==> src/rtl/turf_cmd_serializer.sv <==
// turf_cmd_serializer
// Queues accepted trigger events (32-bit event ID + 2-bit HOLD buffer number)
// and serializes each as one framed word onto the per-SURF CMD lines.
// Frame, MSB first: start(1), buf[1:0], id[31:0], optional odd parity, then
// GAP_BITS bit periods of forced low. Each bit lasts CLKS_PER_BIT clocks.
// Optional feature: define TURF_CMD_PARITY_EN to append an odd-parity bit
// after id[0], giving a 36-bit frame; otherwise the frame is 35 bits.
module turf_cmd_serializer #(
  parameter int NUM_SURFS    = 12,
  parameter int CLKS_PER_BIT = 4,
  parameter int GAP_BITS     = 4,
  parameter int FIFO_DEPTH   = 4
) (
  input  logic                 clk_i,
  input  logic                 rst_i,
  input  logic                 evt_valid_i,
  output logic                 evt_ready_o,
  input  logic [31:0]          evt_id_i,
  input  logic [1:0]           evt_buf_i,
  input  logic [NUM_SURFS-1:0] surf_mask_i,
  output logic [NUM_SURFS-1:0] CMD_o,
  output logic                 busy_o,
  output logic [15:0]          sent_cnt_o,
  output logic                 overflow_o
);

`ifdef TURF_CMD_PARITY_EN
  localparam int FRAME_BITS = 36;
`else
  localparam int FRAME_BITS = 35;
`endif

  localparam int ENTRY_W   = 34;
  localparam int PTR_W     = (FIFO_DEPTH > 1) ? $clog2(FIFO_DEPTH) : 1;
  localparam int CNT_W     = $clog2(FIFO_DEPTH + 1);
  localparam int CLK_W     = (CLKS_PER_BIT > 1) ? $clog2(CLKS_PER_BIT) : 1;
  localparam int BIT_W     = $clog2(FRAME_BITS);
  localparam int GAP_TOTAL = GAP_BITS * CLKS_PER_BIT;
  // CMD_o is registered, so the line drops one cycle after GAP is entered,
  // and LOAD adds one more low cycle before the next start bit. GAP itself
  // therefore lasts one cycle less than the low time seen on the wire.
  localparam int GAP_CYC   = (GAP_TOTAL > 1) ? GAP_TOTAL - 1 : 1;
  localparam int GAP_W     = (GAP_CYC > 1) ? $clog2(GAP_CYC) : 1;

  localparam logic [1:0] ST_IDLE  = 2'd0;
  localparam logic [1:0] ST_LOAD  = 2'd1;
  localparam logic [1:0] ST_SHIFT = 2'd2;
  localparam logic [1:0] ST_GAP   = 2'd3;

  // FIFO storage and bookkeeping
  logic [ENTRY_W-1:0]    mem_q [FIFO_DEPTH];
  logic [ENTRY_W-1:0]    mem_d [FIFO_DEPTH];
  logic [PTR_W-1:0]      wr_ptr_q, wr_ptr_d;
  logic [PTR_W-1:0]      rd_ptr_q, rd_ptr_d;
  logic [CNT_W-1:0]      count_q, count_d;
  logic                  ready_q, ready_d;
  logic                  push, pop;
  logic [ENTRY_W-1:0]    head;

  // Serializer state
  logic [1:0]            state_q, state_d;
  logic [FRAME_BITS-1:0] shift_q, shift_d;
  logic [NUM_SURFS-1:0]  mask_q, mask_d;
  logic [CLK_W-1:0]      clk_cnt_q, clk_cnt_d;
  logic [BIT_W-1:0]      bit_cnt_q, bit_cnt_d;
  logic [GAP_W-1:0]      gap_cnt_q, gap_cnt_d;

  // Registered outputs
  logic [NUM_SURFS-1:0]  cmd_q, cmd_d;
  logic                  busy_q, busy_d;
  logic [15:0]           sent_q, sent_d;
  logic                  overflow_q, overflow_d;

  function automatic logic [PTR_W-1:0] ptr_inc(input logic [PTR_W-1:0] p);
    return (p == PTR_W'(FIFO_DEPTH - 1)) ? '0 : p + PTR_W'(1);
  endfunction

  assign push = evt_valid_i & ready_q;
  assign pop  = (state_q == ST_LOAD) && (count_q != '0);
  assign head = mem_q[rd_ptr_q];

  // FIFO next-state: pop and push resolve against the registered ready, so a
  // full FIFO refuses the write even if LOAD frees a slot in the same cycle.
  always_comb begin
    for (int i = 0; i < FIFO_DEPTH; i++) begin
      mem_d[i] = mem_q[i];
    end
    wr_ptr_d = wr_ptr_q;
    rd_ptr_d = rd_ptr_q;
    count_d  = count_q;
    if (push) begin
      mem_d[wr_ptr_q] = {evt_buf_i, evt_id_i};
      wr_ptr_d        = ptr_inc(wr_ptr_q);
    end
    if (pop) begin
      rd_ptr_d = ptr_inc(rd_ptr_q);
    end
    case ({push, pop})
      2'b10:   count_d = count_q + CNT_W'(1);
      2'b01:   count_d = count_q - CNT_W'(1);
      default: count_d = count_q;
    endcase
    ready_d = (count_d != CNT_W'(FIFO_DEPTH));
  end

  // Framing FSM: LOAD pops and latches the mask, SHIFT walks the frame out,
  // GAP enforces the low interval and counts the completed frame.
  always_comb begin
    state_d   = state_q;
    shift_d   = shift_q;
    mask_d    = mask_q;
    clk_cnt_d = clk_cnt_q;
    bit_cnt_d = bit_cnt_q;
    gap_cnt_d = gap_cnt_q;
    sent_d    = sent_q;
    case (state_q)
      ST_IDLE: begin
        if (count_q != '0) begin
          state_d = ST_LOAD;
        end
      end
      ST_LOAD: begin
`ifdef TURF_CMD_PARITY_EN
        shift_d = {1'b1, head, ~^head};
`else
        shift_d = {1'b1, head};
`endif
        mask_d    = surf_mask_i;
        clk_cnt_d = '0;
        bit_cnt_d = '0;
        state_d   = ST_SHIFT;
      end
      ST_SHIFT: begin
        if (clk_cnt_q == CLK_W'(CLKS_PER_BIT - 1)) begin
          clk_cnt_d = '0;
          shift_d   = {shift_q[FRAME_BITS-2:0], 1'b0};
          if (bit_cnt_q == BIT_W'(FRAME_BITS - 1)) begin
            gap_cnt_d = '0;
            state_d   = ST_GAP;
          end else begin
            bit_cnt_d = bit_cnt_q + BIT_W'(1);
          end
        end else begin
          clk_cnt_d = clk_cnt_q + CLK_W'(1);
        end
      end
      default: begin
        if (gap_cnt_q == GAP_W'(GAP_CYC - 1)) begin
          sent_d  = sent_q + 16'd1;
          state_d = (count_q != '0) ? ST_LOAD : ST_IDLE;
        end else begin
          gap_cnt_d = gap_cnt_q + GAP_W'(1);
        end
      end
    endcase
  end

  // Output next-state: CMD lines mirror the shift MSB only while shifting,
  // gated per SURF by the mask captured at LOAD.
  always_comb begin
    cmd_d      = (state_q == ST_SHIFT) ? ({NUM_SURFS{shift_q[FRAME_BITS-1]}} & ~mask_q)
                                       : '0;
    busy_d     = (state_q != ST_IDLE) || (count_q != '0);
    overflow_d = overflow_q | (evt_valid_i & ~ready_q);
  end

  // FIFO payload storage; contents are don't-care until written
  always_ff @(posedge clk_i) begin
    for (int i = 0; i < FIFO_DEPTH; i++) begin
      mem_q[i] <= mem_d[i];
    end
  end

  // Control and output registers with synchronous reset
  always_ff @(posedge clk_i) begin
    if (rst_i) begin
      wr_ptr_q   <= '0;
      rd_ptr_q   <= '0;
      count_q    <= '0;
      ready_q    <= 1'b1;
      state_q    <= ST_IDLE;
      shift_q    <= '0;
      mask_q     <= '0;
      clk_cnt_q  <= '0;
      bit_cnt_q  <= '0;
      gap_cnt_q  <= '0;
      cmd_q      <= '0;
      busy_q     <= 1'b0;
      sent_q     <= '0;
      overflow_q <= 1'b0;
    end else begin
      wr_ptr_q   <= wr_ptr_d;
      rd_ptr_q   <= rd_ptr_d;
      count_q    <= count_d;
      ready_q    <= ready_d;
      state_q    <= state_d;
      shift_q    <= shift_d;
      mask_q     <= mask_d;
      clk_cnt_q  <= clk_cnt_d;
      bit_cnt_q  <= bit_cnt_d;
      gap_cnt_q  <= gap_cnt_d;
      cmd_q      <= cmd_d;
      busy_q     <= busy_d;
      sent_q     <= sent_d;
      overflow_q <= overflow_d;
    end
  end

  assign evt_ready_o = ready_q;
  assign CMD_o       = cmd_q;
  assign busy_o      = busy_q;
  assign sent_cnt_o  = sent_q;
  assign overflow_o  = overflow_q;

endmodule

==> config.mk <==
export PLATFORM = sky130hd
export DESIGN_NAME = turf_cmd_serializer
export DESIGN_NICKNAME = d
export VERILOG_FILES = /design/src/rtl/turf_cmd_serializer.sv
export SDC_FILE = /design/constraint.sdc
export NUM_CORES = 1
export LEC_CHECK = 0
export CORE_UTILIZATION = 50
export CTS_CLUSTER_SIZE = 14
export DETAILED_ROUTE_END_ITERATION = 10
export GPL_TIMING_DRIVEN = 1
export PLACE_DENSITY_LB_ADDON = 0.05
export SLEW_MARGIN = 0
export SYNTH_ARGS = -nofsm -noshare
export SYNTH_HDL_FRONTEND = slang
export SYNTH_SLANG_ARGS = --single-unit
==> constraint.sdc <==
create_clock -name clk_i -period 2.09 [get_ports clk_i]
set_input_delay 0.627 -clock clk_i [delete_from_list [all_inputs] [get_ports clk_i]]
set_output_delay 0.627 -clock clk_i [all_outputs]
set_load 0.1 [all_outputs]
==> qor.yml, run 1 <==
maxCapViolCount: 0
drt-total-wl_um: 17300
grt_start_max_net_pins: 34
hold_end: "CMD_o[10]$_SDFF_PP0_"
gp_congestion: 0.789
fillers: 1294
post-route-period-util_pct: 97.1
clk_pin_slew_worst_paths_ns: 0.06
crit_required_ns: 2.50
wl_per_cell_um: 17.3
syn-num-nets: 714
slew_viol_final: 0
hp-start: "mask_q[10]$_SDFFE_PP0P_"
relSlewSlack_pct: 66.9
r2r-start: "count_q[2]$_SDFF_PP0_"
io_pins: 80
drt-initial-drc-count: 316
synth_top_flop_cell: "edfxtp_1"
cts_buffers: 25
path_class: "input pin to register"
ys_warn_count: 0
num_rows: 48
dr.pass1.iters: 4
cts_sinks: 237
via_count: 5532
root_buffer: "clkbuf_16"
finalSetupViolations: 0
cts_buffer_depth: 3
final_core_util_pct: 65.0
max-vdd-ir-drop_mv: 0.998
drive_above_1_share_pct: 22.5
r2r_cells: 10
finalCriticalPeriod_ns: 2.03
fin_skew_ns: 0.0170
synthToLayoutAreaGrowth_pct: 25.6
grt_use_total_pct: 19.4
grt_pass1_wl_um: 28300
hold_depth: 1
r2r_slack_ns: 0.07
ys_seq_area_share_pct: 67.3
synth_top_area_share_pct: 45.0
grt_pass1_vias: 5568
yosysMostFrequentCell: "edfxtp_1"
synth_top_area_cell: "edfxtp_1"
rsz0062_at_grt: "true"
worst_setup_path_end_kind: "register"
h-tree-depth: 1
hold_ws_ns: 0.410
hpwl_um: 11000
synth.distinct_cells: 47
timing.fmax_mhz: 493
holdCritPathClass: "register to register"
r2r_end: "evt_ready_o$_SDFF_PP1_"
worst_pin_slew_ns: 0.495
vias_per_cell: 5.53
grt_overflow: 0
synth_common_cells: "136 x edfxtp_1, 101 x dfxtp_1, 79 x nand2_1"
die_area_mm2: 0.0187
critPathMaxFanout: 2
die-width_um: 137
p_leak_nw: 4.11
finalHoldViolations: 0
synth-edff-count: 136
fin_nets: 822
ys_seq_elements: 237
die_h_um: 137
synthesis.area_mm2: 0.00908
netlist_instances: 648
status: "complete, no violations"
synth_area_per_cell_um2: 14.0
core_mm2: 0.0175
port-buffer-count: 79
drc_errors: 0
cts_tree: "yes"
synthArstFlopShare_pct: 0
critPathLaunchType: "input pin"
synth_area_leaders: "edfxtp_1 45%, dfxtp_1 22%, mux4_2 8.4%"
diodes: 0
worstPathArrival_ns: 2.44
insertion_delay_ns: 0.52
initial_core_util_pct: 51.8
grt_antenna_before_repair: 0
power.density_mw_per_mm2: 1040
antenna_left: 0
[power breakdown]
part           switching, mW  internal (mW)  leakage, nW  total, mW
clock network           1.69           2.42        0.381       4.11
registers              0.180           5.34         2.07       5.52
logic                   1.20          0.984         1.66       2.18
total                   3.06           8.75         4.11       11.8
[sequential cells by signal (all words and copies together) (netlist names), named ones only]
name / flops
clk_cnt_q: 2
wr_ptr_q: 2
mask_q: 12
evt_ready_o: 1
busy_o: 1
bit_cnt_q: 6
CMD_o: 12
count_q: 3
overflow_o: 1
sent_cnt_o: 16
gap_cnt_q: 4
shift_q: 35
rd_ptr_q: 2
mem_q: 136
state_q: 2
[worst max-delay path: stages]
cell and delay (ns):
clkdlybuf4s50_1 0.42, nand2_1 0.11, ha_2 0.18, inv_1 0.05, fa_2 0.33, xor2_1 0.16, or3_1 0.34, a21oi_2 0.16
nand2b_1 0.06
[area by class of cell]
type                       instances  area, um2  share of cell area [%]
clock buffer                      41        746                    6.54
inverter                          17       63.8                   0.560
multi-input combinational        358       2800                    24.5
timing repair buffer             117       1360                    11.9
tap                              225        282                    2.47
sequential                       237       6130                    53.8
clock inverter                     5       27.5                   0.242
[through the flow]
step / TNS [ns] / instance area, um2 / total power [mW] / setup slack, ns / instances
finish: 0 / 11400 / 11.8 / 0.0605 / 1000
global placement: -0.888 / 10600 / 7.71 / -0.446 / 953
floorplan: -0.0963 / 9090 / 6.99 / -0.0963 / 648
global route: -0.000787 / 11400 / 12.3 / -0.000787 / 1000
CTS: 0 / 11400 / 12.0 / 0.0161 / 999
detailed placement: -1.14 / 10600 / 7.80 / -0.520 / 953
[routing by layer]
layer | GRT usage, % | wire, um | vias to the layer above
met5 | 0 | 0 | -
met4 | 5.06 | 305 | 0
met3 | 3.26 | 872 | 26
met2 | 34.3 | 8810 | 162
met1 | 24.6 | 7320 | 2683
li1 | - | - | 2661
[cell usage in the layout (no fill, tap or decap), drive strengths merged, types with 2 or more instances in the layout]
cell type        n
xor2             8
o21ai            8
and2             2
or3              4
mux2             2
buf             70
nor3            12
a211oi           2
mux4            34
ha              16
clkbuf          41
or4              5
dfxtp          101
and4             2
o31ai            7
inv             18
or2              4
and3             8
nand2b           3
clkinv           4
nor2            48
nand2           79
nand3           13
o221ai          33
edfxtp         136
xnor2            2
a21oi           23
mux2i           15
clkdlybuf4s50   47
nand4            6
a31oi            6
nor2b            4
nor4             2
o32ai            2
[timing repair]
item	CTS	global route
hold buffers	0	0
endpoints found under the setup margin	1	2
pin swaps	2	2
gates cloned	0	0
buffers inserted	0	1
resized for setup	5	5
[logic make-up (layout without fill, tap and decap cells)]
kind of cell / Yosys count / count (layout) / synth area share [%]
flip-flops: 237 / 237 / 67.3
AO/OA/AOI/OAI: 87 / 87 / 6.82
buffers and inverters: 53 / 180 / 2.37
XOR/XNOR: 10 / 10 / 0.965
AND/OR/NAND/NOR: 193 / 193 / 9.80
multiplexers: 51 / 51 / 10.3
adder cells (fa/ha/maj): 17 / 17 / 2.43
[worst max-delay path by stage]
stage / end / cells past startpoint / start / slack (ns)
2_1_floorplan: evt_ready_o$_SDFF_PP1_ / 12 / state_q[1]$_SDFFE_PP0P_ / -0.1
3_3_place_gp: evt_ready_o$_SDFF_PP1_ / 9 / evt_valid_i / -0.45
3_5_place_dp: evt_ready_o$_SDFF_PP1_ / 9 / evt_valid_i / -0.52
4_1_cts: evt_ready_o$_SDFF_PP1_ / 11 / state_q[1]$_SDFFE_PP0P_ / 0.02
5_1_grt: evt_ready_o$_SDFF_PP1_ / 11 / state_q[1]$_SDFFE_PP0P_ / -0.0008
6_report: evt_ready_o$_SDFF_PP1_ / 9 / evt_valid_i / 0.06
(Power assumes the default switching activity.)
==> run 2: changes to the inputs <==
==> constraint.sdc (replaced) <==
create_clock -name clk_i -period 2.51 [get_ports clk_i]
set_input_delay 0.753 -clock clk_i [delete_from_list [all_inputs] [get_ports clk_i]]
set_output_delay 0.753 -clock clk_i [all_outputs]
set_load 0.1 [all_outputs]
==> run 2 against run 1 <==
  * Setup slack improved by 0.17 ns
  * Clock skew increased by 0.0022 ns
  * Design area fell by 3.6%
  * Critical path depth unchanged
  * Power is 16% lower
  * Hold slack lost 0.0036 ns
  * Critical endpoint unchanged
  * Largest power group unchanged
==> qor.yml, run 2 (synthesized netlist as in run 1, its figures left out) <==
status: "complete, no violations"
holdCritPathClass: "register to register"
final_common_cell: "edfxtp_1"
root_buffer: "clkbuf_16"
insertion_delay_ns: 0.52  # about the same
fin_nets: 806  # -1.9%
largest_reg_flops: 136  # unchanged
slew_viol_final: 0  # unchanged
synthToLayoutAreaGrowth_pct: 21.1
cts_buffer_depth: 3  # unchanged
finalCriticalPeriod_ns: 2.28
wl_per_cell_um: 17.2  # -0.58%
fin_skew_ns: 0.0192  # +0.00224 ns
power.density_mw_per_mm2: 907  # -12%
clkPwrFrac_pct: 37.2  # +2.4 points
grt_util_met1_pct: 23.5  # -1.1 points
drt-initial-drc-count: 270  # -15%
grt_pass1_vias: 5560  # -0.14%
p_seq_share_pct: 46.0  # -0.7 points
die_area_mm2: 0.0187  # unchanged
dr.pass1.iters: 4  # unchanged
cts_tree: "yes"
r2r_end: "evt_ready_o$_SDFF_PP1_"
cts_buffers: 25  # unchanged
r2r_slack_ns: 0.24  # +0.17 ns
drive_above_1_share_pct: 18.6  # -3.9 points
p_leak_nw: 3.97  # -3.5%
diodes: 0  # unchanged
hpwl_um: 10500  # -4.0%
power_frac_comb_pct: 16.8  # -1.7 points
worst_pin_slew_ns: 0.667  # +0.173 ns
max-vdd-ir-drop_mv: 0.586  # -41%
rsz0062_at_grt: "false"
h-tree-depth: 1  # unchanged
worst_setup_path_end_kind: "register"
top_register: "mem_q"
p_sw_mw: 2.55  # -17%
grt_start_max_net_pins: 35  # +2.9%
r2r_cells: 11  # +1
globalRouteMet3Util_pct: 3.19  # -0.074 points
p_int_mw: 7.42  # -15%
grt_antenna_before_repair: 0  # unchanged
antenna_left: 0  # unchanged
post-route-period-util_pct: 90.8
cts_setup_buffers: 0  # unchanged
crit_required_ns: 2.91  # +0.41 ns
gp_congestion: 0.754  # -4.4%
die_h_um: 137  # unchanged
critPathLaunchType: "input pin"
vias_per_cell: 5.56  # +0.49%
dp_cells: 938  # -1.6%
cts_sinks: 237  # unchanged
hp-start: "mask_q[8]$_SDFFE_PP0P_"
drt-total-wl_um: 16900  # -2.2%
gr-max-usage-layer: "met2"
via_count: 5470  # -1.1%
grt_pass1_wl_um: 27200  # -3.9%
finalHoldViolations: 0  # unchanged
grt_use_total_pct: 18.8  # -0.61 points
cts_resized: 0  # -5
final_cell_mix: "136 x edfxtp_1, 100 x dfxtp_1, 79 x nand2_1"
hold_depth: 1  # unchanged
tns_ns: 0  # unchanged
relSlewSlack_pct: 55.5  # -11 points
swShare_pct: 25.5  # -0.38 points
maxCapViolCount: 0  # unchanged
critPathMaxFanout: 4  # +2
final_cells: 984  # -1.6%
drc_errors: 0  # unchanged
finalSetupViolations: 0  # unchanged
timing.fmax_mhz: 439
port-buffer-count: 79  # unchanged
r2r-start: "state_q[1]$_SDFFE_PP0P_"
num_rows: 48  # unchanged
grt_overflow: 0  # unchanged
met2_usage_pct: 33.3  # -0.93 points
worstPathArrival_ns: 2.68  # +0.24 ns
io_pins: 80  # unchanged
postCtsHoldBufs: 0  # unchanged
core_mm2: 0.0175  # unchanged
clk_pin_slew_worst_paths_ns: 0.06  # about the same
path_class: "input pin to register"
hold_end: "CMD_o[8]$_SDFF_PP0_"
die-width_um: 137  # unchanged
initial_core_util_pct: 51.8  # unchanged
run 2: cell types whose count changed in the layout (fill, tap and decap cells not counted), sizes merged:
cell	previous run	this run
clkinvlp	0	6
clkbuf	41	30
bufinv	0	4
buf	70	54
clkinv	4	5
run 2: layer usage:
layer  part of all wire, %  vias up
met5                     0        -
met4                   1.8        0
met3                   4.6       27
met2                    51      124
met1                    43     2684
li1                      -     2635
run 2: how the worst max path moves through the flow:
| stage | slack (ns) | startpoint | cells after the start | endpoint |
|---|---|---|---|---|
| 2_1_floorplan | 0.08 | evt_ready_o$_SDFF_PP1_ | 8 | evt_ready_o$_SDFF_PP1_ |
| 6_report | 0.23 | evt_valid_i | 9 | evt_ready_o$_SDFF_PP1_ |
| 3_3_place_gp | -0.21 | evt_valid_i | 9 | evt_ready_o$_SDFF_PP1_ |
| 3_5_place_dp | -0.26 | evt_valid_i | 9 | evt_ready_o$_SDFF_PP1_ |
| 4_1_cts | 0.25 | state_q[1]$_SDFFE_PP0P_ | 11 | evt_ready_o$_SDFF_PP1_ |
| 5_1_grt | 0.04 | state_q[1]$_SDFFE_PP0P_ | 11 | evt_ready_o$_SDFF_PP1_ |
run 2: power by group through the flow:
stage | clock network, mW | registers, mW | logic (mW)
after floorplan | 0 | 4.77 | 1.05
after global placement | 0 | 4.65 | 1.65
after detailed placement | 0 | 4.67 | 1.69
after CTS | 3.80 | 4.59 | 1.70
after global routing | 3.96 | 4.62 | 1.83
final | 3.71 | 4.59 | 1.67
run 2: final cells by class:
cell class | instances | area (um2)
fillers | 1338 | 6550
clock buffers | 30 | 654
repair buffers | 101 | 923
flip-flops and latches | 237 | 6110
clock inverters | 16 | 191
inverters | 17 | 63.8
well taps | 225 | 282
multi-input cells | 358 | 2770
run 2: stage by stage:
| step | worst slack (ns) | hold slack (ns) | utilization, % | total power, mW | area (um2) |
|---|---|---|---|---|---|
| 3_5_place_dp | -0.257 | 0.399 | 57.8 | 6.37 | 10100 |
| 4_1_cts | 0.253 | 0.408 | 62.7 | 10.1 | 11000 |
| 3_3_place_gp | -0.210 | 0.395 | 57.8 | 6.30 | 10100 |
| 5_1_grt | 0.0427 | 0.423 | 62.7 | 10.4 | 11000 |
| 6_report | 0.231 | 0.406 | 62.7 | 9.97 | 11000 |
| 2_1_floorplan | 0.0764 | 0.392 | - | 5.82 | 9080 |
run 2: critical path: stages:
cell and delay, ns:
clkdlybuf4s50_1 0.43, nand2_1 0.14, ha_1 0.19, inv_1 0.05, fa_1 0.37, xor2_1 0.16
or3_1 0.32, a21oi_1 0.20, nand2b_1 0.07
==> run 3: changes to the inputs <==
==> constraint.sdc (replaced) <==
create_clock -name clk_i -period 2.7 [get_ports clk_i]
set_input_delay 0.81 -clock clk_i [delete_from_list [all_inputs] [get_ports clk_i]]
set_output_delay 0.81 -clock clk_i [all_outputs]
set_load 0.1 [all_outputs]
==> run 3 against run 2 <==
  * Design area decreased by 0.91%
  * Clock power decreased by 13%
  * Clock skew decreased by 0.0047 ns
  * Setup slack got worse by 0.017 ns
  * First-iteration DRC count increased by 21%
  * Flip-flop and latch count unchanged
  * Wire length increased by 1.1%
  * Core utilization decreased by 0.57 points
  * Sequential power decreased by 7.0%
  * Global-route usage about the same
  * Critical endpoint is now shift_q[3]$_SDFFE_PP0P_
==> qor.yml, run 3 (synthesized netlist as in run 1, its figures left out) <==
finalCriticalPeriod_ns: 2.49
cts_resized: 0  # unchanged
dp_cells: 933  # -0.53%
antenna_left: 0  # unchanged
finalSetupViolations: 0  # unchanged
final_cell_mix: "136 x edfxtp_1, 100 x dfxtp_1, 79 x nand2_1"
path_cells: "inv_1 -> ha_1 -> and2_1 -> nor3_2 -> buf_4 -> nand2_1 -> nand2_1"
worst_setup_path_end_kind: "register"
pre_cts_ws_ns: -0.192  # +0.0644 ns
grt_pass1_wl_um: 27000  # -0.56%
crit_top_cell: "nand2_1"
status: "complete, no violations"
post-route-period-util_pct: 92.1
root_buffer: "clkbuf_16"
final_core_util_pct: 62.1  # -0.57 points
placed_area_mm2: 0.0101  # -0.37%
cts_setup_buffers: 0  # unchanged
r2r_end: "shift_q[3]$_SDFFE_PP0P_"
timing.fmax_mhz: 402
initial_core_util_pct: 51.8  # unchanged
drive_above_1_share_pct: 17.7  # -0.89 points
h-tree-depth: 1  # unchanged
gp_congestion: 0.759  # +0.65%
relSlewSlack_pct: 17.1  # -38 points
diodes: 0  # unchanged
die_area_mm2: 0.0187  # unchanged
p_leak_nw: 3.94  # -0.83%
multi_input_area_mm2: 0.00277  # unchanged
core_mm2: 0.0175  # unchanged
hold_depth: 1  # unchanged
cts_buffer_depth: 3  # unchanged
io_pins: 80  # unchanged
power.density_mw_per_mm2: 828  # -8.8%
r2r_cells: 7  # -4
port-buffer-count: 79  # unchanged
critical-path-top-delay-family: "simple AND/OR/NAND/NOR gates"
critPathLaunchType: "register"
worst_pin_slew_ns: 1.24  # +0.570 ns
drc_errors: 0  # unchanged
postCtsHoldBufs: 0  # unchanged
setup_ws_ns: 0.214  # -0.0166 ns
dr.pass1.iters: 5  # +1
cts_sinks: 237  # unchanged
final_cells: 977  # -0.71%
die_h_um: 137  # unchanged
cts_buffers: 24  # -4.0%
grt_use_total_pct: 18.7  # -0.036 points
clk_pin_slew_worst_paths_ns: 0.06  # about the same
cp_num_buf_inv: 2  # unchanged
max-vdd-ir-drop_mv: 0.658  # +12%
crit_required_ns: 3.16  # +0.25 ns
grt_pass1_vias: 5415  # -2.6%
drt-initial-drc-count: 328  # +21%
r2r-start: "state_q[0]$_SDFFE_PP0P_"
num_rows: 48  # unchanged
grt_overflow: 0  # unchanged
drt-total-wl_um: 17100  # +1.1%
crit_start: "state_q[0]$_SDFFE_PP0P_"
fin_area_mm2: 0.0109  # -0.91%
wl_per_cell_um: 17.5  # +1.9%
fin_nets: 800  # -0.74%
largest_reg_flops: 136  # unchanged
cts_tree: "yes"
rsz0062_at_grt: "false"
r2r_slack_ns: 0.21  # -0.03 ns
final_common_cell: "edfxtp_1"
grt_antenna_before_repair: 0  # unchanged
regArea_mm2: 0.00611  # unchanged
fillers: 1370  # +2.4%
worstPathArrival_ns: 2.94  # +0.26 ns
finalPower_mw: 9.01  # -9.6%
grt_start_max_net_pins: 59  # +69%
finalHoldViolations: 0  # unchanged
fin_skew_ns: 0.0145  # -0.00475 ns
maxCapViolCount: 0  # unchanged
cp_slowest_cell: "nor3_2"
hold_end: "CMD_o[9]$_SDFF_PP0_"
die-width_um: 137  # unchanged
hpwl_um: 9970  # -5.2%
holdCritPathClass: "register to register"
path_class: "register to register"
hp-start: "mask_q[9]$_SDFFE_PP0P_"
slew_viol_final: 0  # unchanged
top_register: "mem_q"
slowest_delay_ns: 0.98  # +0.55 ns
synthToLayoutAreaGrowth_pct: 20.0
critPathMaxFanout: 19  # +15
vias_per_cell: 5.61  # +0.97%
via_count: 5484  # +0.26%
insertion_delay_ns: 0.51  # about the same
## run 3: changes by cell type in the layout (fill, tap and decap cells not counted), moves of 2 or more
cell,delta
buf_4,-5
clkinvlp_4,-4
bufinv_16,-3
clkbuf_8,+3
clkinv_2,+3
clkbuf_1,+2
clkinvlp_2,-2
## run 3: how the worst max path moves through the flow
stage,end,slack (ns),cells after the start
after floorplan,evt_ready_o$_SDFF_PP1_,0.27,8
after global placement,evt_ready_o$_SDFF_PP1_,-0.06,9
after detailed placement,evt_ready_o$_SDFF_PP1_,-0.19,9
after CTS,shift_q[3]$_SDFFE_PP0P_,0.23,7
after global routing,shift_q[12]$_SDFFE_PP0P_,0.1,7
final,shift_q[3]$_SDFFE_PP0P_,0.21,7
## run 3: per-layer routing
layer | up-vias | GRT usage [%] | routed length, um
met1 | 2715 | 24.9 | 7540
met3 | 24 | 3.19 | 832
met5 | - | 0 | 0
met2 | 124 | 31.7 | 8380
li1 | 2621 | - | -
met4 | 0 | 5.25 | 371
## run 3: area by class of cell
class / count / share of cell area [%]
flip-flops and latches: 237 / 56.1
multi-input cells: 358 / 25.4
repair buffers: 96 / 8.14
clock buffers: 35 / 6.46
well taps: 225 / 2.59
clock inverters: 9 / 0.735
inverters: 17 / 0.586
## run 3: report_power, final
group | leakage [nW] | switching, mW | total, mW | internal [mW]
clock | 0.390 | 1.31 | 3.22 | 1.91
combinational | 1.48 | 0.889 | 1.52 | 0.635
sequential | 2.07 | 0.138 | 4.27 | 4.13
total | 3.94 | 2.34 | 9.01 | 6.67
## run 3: worst register-to-register path: stages (launching register included)
cell	delay [ns]
dfxtp_1	0.36
inv_1	0.09
ha_1	0.24
and2_1	0.20
nor3_2	0.98
buf_4	0.41
nand2_1	0.09
nand2_1	0.07
## run 3: metrics by stage
step / TNS [ns] / hold slack, ns
3_5_place_dp: -0.258 / 0.399
4_1_cts: 0 / 0.407
2_1_floorplan: 0 / 0.392
5_1_grt: 0 / 0.413
3_3_place_gp: -0.0643 / 0.395
6_report: 0 / 0.406
